$ cat src/rtl/adder_seq_sched.sv
// Multi-cycle WIDTH-bit adder that shares one external 2-bit adder slice between
// two round-robin requesters, rippling the carry through a register, LSB pair first.
module adder_seq_sched #(
  parameter int WIDTH = 8
) (
  input  logic             clk,
  input  logic             rst_n,
  input  logic             req0,
  input  logic             req1,
  input  logic [WIDTH-1:0] a_in0,
  input  logic [WIDTH-1:0] b_in0,
  input  logic [WIDTH-1:0] a_in1,
  input  logic [WIDTH-1:0] b_in1,
  input  logic             cin_in0,
  input  logic             cin_in1,
  output logic             ack0,
  output logic             ack1,
  output logic [WIDTH-1:0] sum,
  output logic             cout,
  output logic             busy,
  output logic             gnt_id,
  output logic             a0,
  output logic             b0,
  output logic             a1,
  output logic             b1,
  output logic             cin,
  input  logic             s0,
  input  logic             s1,
  input  logic             cout_slice
);

  localparam int PAIRS = WIDTH / 2;
  localparam int CW    = $clog2(PAIRS + 1);

  typedef enum logic [1:0] {IDLE, RUN, DONE} state_t;

  state_t           state;
  state_t           state_nxt;
  logic [WIDTH-1:0] a_sr;
  logic [WIDTH-1:0] b_sr;
  logic [WIDTH-1:0] sum_sr;
  logic [WIDTH+1:0] sum_cat;
  logic             carry;
  logic [CW-1:0]    pair_cnt;
  logic             last_gnt;
  logic             grant_valid;
  logic             grant_id;

  // On a tie the requester that did not win last time gets the slice.
  always_comb begin
    grant_valid = req0 | req1;
    grant_id    = 1'b0;
    if (req0 && req1) begin
      grant_id = ~last_gnt;
    end else if (req1) begin
      grant_id = 1'b1;
    end
  end

  always_comb begin
    state_nxt = state;
    case (state)
      IDLE: if (grant_valid) state_nxt = RUN;
      RUN:  if (pair_cnt == CW'(PAIRS - 1)) state_nxt = DONE;
      DONE: state_nxt = IDLE;
      default: state_nxt = IDLE;
    endcase
  end

  assign busy = (state != IDLE);
  assign a0   = (state == RUN) & a_sr[0];
  assign a1   = (state == RUN) & a_sr[1];
  assign b0   = (state == RUN) & b_sr[0];
  assign b1   = (state == RUN) & b_sr[1];
  assign cin  = (state == RUN) & carry;

  // New slice sum pair enters from the top so the first (LSB) pair ends up at bit 0.
  assign sum_cat = {s1, s0, sum_sr};

  // Results are published on the edge leaving DONE, so a reset landing on that
  // edge still discards the operation and suppresses the acknowledge.
  always_ff @(posedge clk) begin
    if (!rst_n) begin
      state    <= IDLE;
      a_sr     <= '0;
      b_sr     <= '0;
      sum_sr   <= '0;
      carry    <= 1'b0;
      pair_cnt <= '0;
      last_gnt <= 1'b1;
      gnt_id   <= 1'b0;
      sum      <= '0;
      cout     <= 1'b0;
      ack0     <= 1'b0;
      ack1     <= 1'b0;
    end else begin
      state <= state_nxt;
      ack0  <= 1'b0;
      ack1  <= 1'b0;
      case (state)
        IDLE: begin
          if (grant_valid) begin
            a_sr     <= grant_id ? a_in1 : a_in0;
            b_sr     <= grant_id ? b_in1 : b_in0;
            carry    <= grant_id ? cin_in1 : cin_in0;
            pair_cnt <= '0;
            gnt_id   <= grant_id;
            last_gnt <= grant_id;
          end
        end
        RUN: begin
          sum_sr   <= sum_cat[WIDTH+1:2];
          carry    <= cout_slice;
          a_sr     <= a_sr >> 2;
          b_sr     <= b_sr >> 2;
          pair_cnt <= pair_cnt + CW'(1);
        end
        DONE: begin
          sum  <= sum_sr;
          cout <= carry;
          ack0 <= ~gnt_id;
          ack1 <= gnt_id;
        end
        default: ;
      endcase
    end
  end

endmodule

$ cat config.mk
export PLATFORM = sky130hd
export DESIGN_NAME = adder_seq_sched
export DESIGN_NICKNAME = d
export VERILOG_FILES = /design/src/rtl/adder_seq_sched.sv
export SDC_FILE = /design/constraint.sdc
export NUM_CORES = 1
export LEC_CHECK = 0
export CELL_PAD_IN_SITES_DETAIL_PLACEMENT = 1
export CELL_PAD_IN_SITES_GLOBAL_PLACEMENT = 1
export CORE_UTILIZATION = 35
export DETAILED_ROUTE_END_ITERATION = 12
export GPL_TIMING_DRIVEN = 0
export PLACE_DENSITY_LB_ADDON = 0.1
export RECOVER_POWER = 25
export SLEW_MARGIN = 30
export SYNTH_ARGS = -nofsm -noshare
export SYNTH_HDL_FRONTEND = slang
export SYNTH_SLANG_ARGS = --single-unit
$ cat constraint.sdc
create_clock -name clk -period 2.8 [get_ports clk]
set_input_delay 0.42 -clock clk [delete_from_list [all_inputs] [get_ports clk]]
set_output_delay 0.42 -clock clk [all_outputs]
set_load 0.01 [all_outputs]
==> qor.yml <==
status:
  status: "finished, final reports clean"
floorplan:
  initial_core_util_pct: 36.40
  row_count: 27
  die_y_um: 77.68
  die_width_um: 77.68
  dieArea_um2: 6033
  io_pins: 59
  core_area_um2: 5507
logic_synthesis:
  synth_top_area_cell: "dfxtp_1"
  syn_area_um2: 2004
  synth_edf_count: 0
  ys.flop_type: "dfxtp_1"
  synth-seq-cells: 43
  yosys-top-cells-area: "dfxtp_1 (43%), mux2i_1 (8.0%), nand2_1 (6.7%)"
  async_flop_share_pct: 0
  synth_fp_nets: 273
  synth_top_area_share_pct: 42.95
  syn_inst: 230
  ys_types: 32
  postSynthAreaPerCell_um2: 8.715
  ys.warnings.count: 0
  yosysSeqAreaShare_pct: 42.95
power_and_ir_drop:
  share_seq_of_total_power_pct: 49.9
  p_comb_share_pct: 16.2
  swShare_pct: 25.49
  internal-power_mw: 0.9850
  switching_power_mw: 0.3369
  vdd_drop_max_v: 0.0002620
  powerDensity_nw_per_um2: 475.9
  leakage_nw: 1.049
  clkPwrFrac_pct: 33.9
critical_path:
  cp.arrival_ps: 2230
  end_kind: "output pin"
  crit_type: "reg2out"
  crit_fanout: 10
  required_ps: 2380
  regToRegSetupSlack_ps: 1070
  critPathLaunchType: "register"
routing:
  routed_wl_um: 5014
  ant_nets: 0
  dr_total_vias: 1822
  post_drt_wl_per_cell_um: 13.63
  avgViaCountPerCell: 4.951
  drc_errors: 0
  dr.pass1.iters: 4
  initialDrtViolationCount: 48
clock_network:
  cts_tree: "yes"
  cts_buffers: 5
  cts.sinks: 43
  clk_pin_slew_ps: 80
  cts_hold_buf: 0
  clock_latency_ps: 300
  root_buffer: "clkbuf_8"
  cts-resized-gates: 0
  post-cts-setup-buffers: 0
  cts-htree-levels: 2
  clockBufferDepth: 2
sta:
  rsz0062_at_grt: "false"
  timing.setup.tns_ps: 0
  tightest_slew_ps: 693.7
  hold_viol: 0
  min_period_over_period_pct: 94.77
  skew_ps: 3.183
  maxSlewHeadroom_pct: 53.40
  drv_slew: 0
  fmax_mhz: 376.8
  period_minus_slack_ps: 2654
  finalSetupViolCount: 0
finish:
  synthToLayoutAreaGrowth_pct: 38.58
  mostFrequentLayoutCells: "clkdlybuf4s50_1 (55), dfxtp_1 (43), nand2_1 (36)"
  layout_commonest_cell: "clkdlybuf4s50_1"
  n_fill_cell: 659
  design_area_um2: 2778
  drive_above_1_share_pct: 6.081
  fin_nets: 338
  multi_input_area_um2: 1010
  num_antenna_cells: 0
  regArea_um2: 860.8
global_route:
  grt_pass1_vias: 1822
  grt_pass1_wl_um: 8901
  antenna_found_initial: 0
  grt_max_degree: 14
  grt.overflow.total: 0
  grtUsageTotal_pct: 18.73
hold_path:
  hold_class: "reg2reg"
placed_design:
  placed_area_um2: 2675
  port_buffers: 58
  dpl.hpwl_um: 3730
  gp_congestion: 0.7263
flow_run:
  cap_viol_max_count: 0
[state kept, by name (all words and copies together) (netlist names)]
signal and cells:
a_sr 8, ack0 1, ack1 1, b_sr 8, carry 1, cout 1, gnt_id 1, last_gnt 1
pair_cnt 3, state 2, sum 8, sum_sr 8
[through the flow]
step	setup slack (ps)	std cells	hold WS (ps)	total power [mW]	util [%]
3_3_place_gp	420.0	360	442.8	0.8886	48.58
6_report	146.4	368	456.2	1.322	50.44
4_1_cts	86.70	368	460.5	1.341	50.47
2_1_floorplan	1234	230	431.9	0.7866	-
5_1_grt	0.3895	368	475.3	1.385	50.44
3_5_place_dp	424.5	360	448.5	0.8929	48.58
[power groups by stage]
stage                     Sequential, mW  Clock (mW)  Combinational [mW]
final                              0.660       0.448               0.215
after global routing               0.665       0.483               0.237
after CTS                          0.660       0.462               0.219
after detailed placement           0.674           0               0.219
after global placement             0.673           0               0.216
after floorplan                    0.669           0               0.117
[final cells by class]
| cell class | instances | area share, % |
|---|---|---|
| buffer | 18 | 3.694 |
| clock buffer | 7 | 3.468 |
| clock inverter | 1 | 0.2703 |
| inverter | 8 | 1.081 |
| multi-input combinational | 161 | 36.35 |
| sequential | 43 | 30.99 |
| tap | 72 | 3.243 |
| timing repair buffer | 58 | 20.90 |
[path summary, 6_finish.rpt]
| path | start | endpoint | cells past startpoint |
|---|---|---|---|
| worst max-delay path | state[0]$_SDFFE_PN0P_ | a0 | 6 |
| worst min-delay path | sum_sr[1]$_SDFFE_PN0N_ | sum[1]$_SDFFE_PN0N_ | 2 |
| worst max register to register | state[0]$_SDFFE_PN0P_ | a_sr[6]$_SDFFE_PN0P_ | 4 |
| worst min register to register | sum_sr[1]$_SDFFE_PN0N_ | sum[1]$_SDFFE_PN0N_ | 2 |
[kinds of logic after synthesis]
| kind of cell | share of synthesized area, % |
|---|---|
| simple gates | 23.16 |
| compound gates | 17.98 |
| flops | 42.95 |
| buf+inv | 6.679 |
| mux | 7.990 |
| fa+ha+maj | 1.248 |
[worst max-delay path: stages (launching register included)]
cell and delay (ps):
dfxtp_1 330, buf_6 140, nor2b_1 120, buf_2 210, clkbuf_1 400, and2_1 200
clkdlybuf4s50_1 530
[Yosys cell counts, drive strengths merged (4+ instances only)]
library cell	n
a211oi	12
and3b	12
inv	8
o22ai	16
o21ai	4
nor2	4
buf	9
nand2	36
clkbuf	9
a21oi	22
and2	16
mux2i	16
dfxtp	43
[per-layer routing]
| metal | vias up | global-route usage, % | part of all wire [%] | wire length [um] |
|---|---|---|---|---|
| met5 | - | 0 | 0 | 0 |
| met4 | 0 | 6.604 | 0.90 | 45 |
| met3 | 4 | 4.353 | 3.7 | 187 |
| met2 | 43 | 31.42 | 48 | 2429 |
| met1 | 840 | 23.35 | 47 | 2352 |
| li1 | 935 | - | - | - |
(Power assumes the default switching activity.)
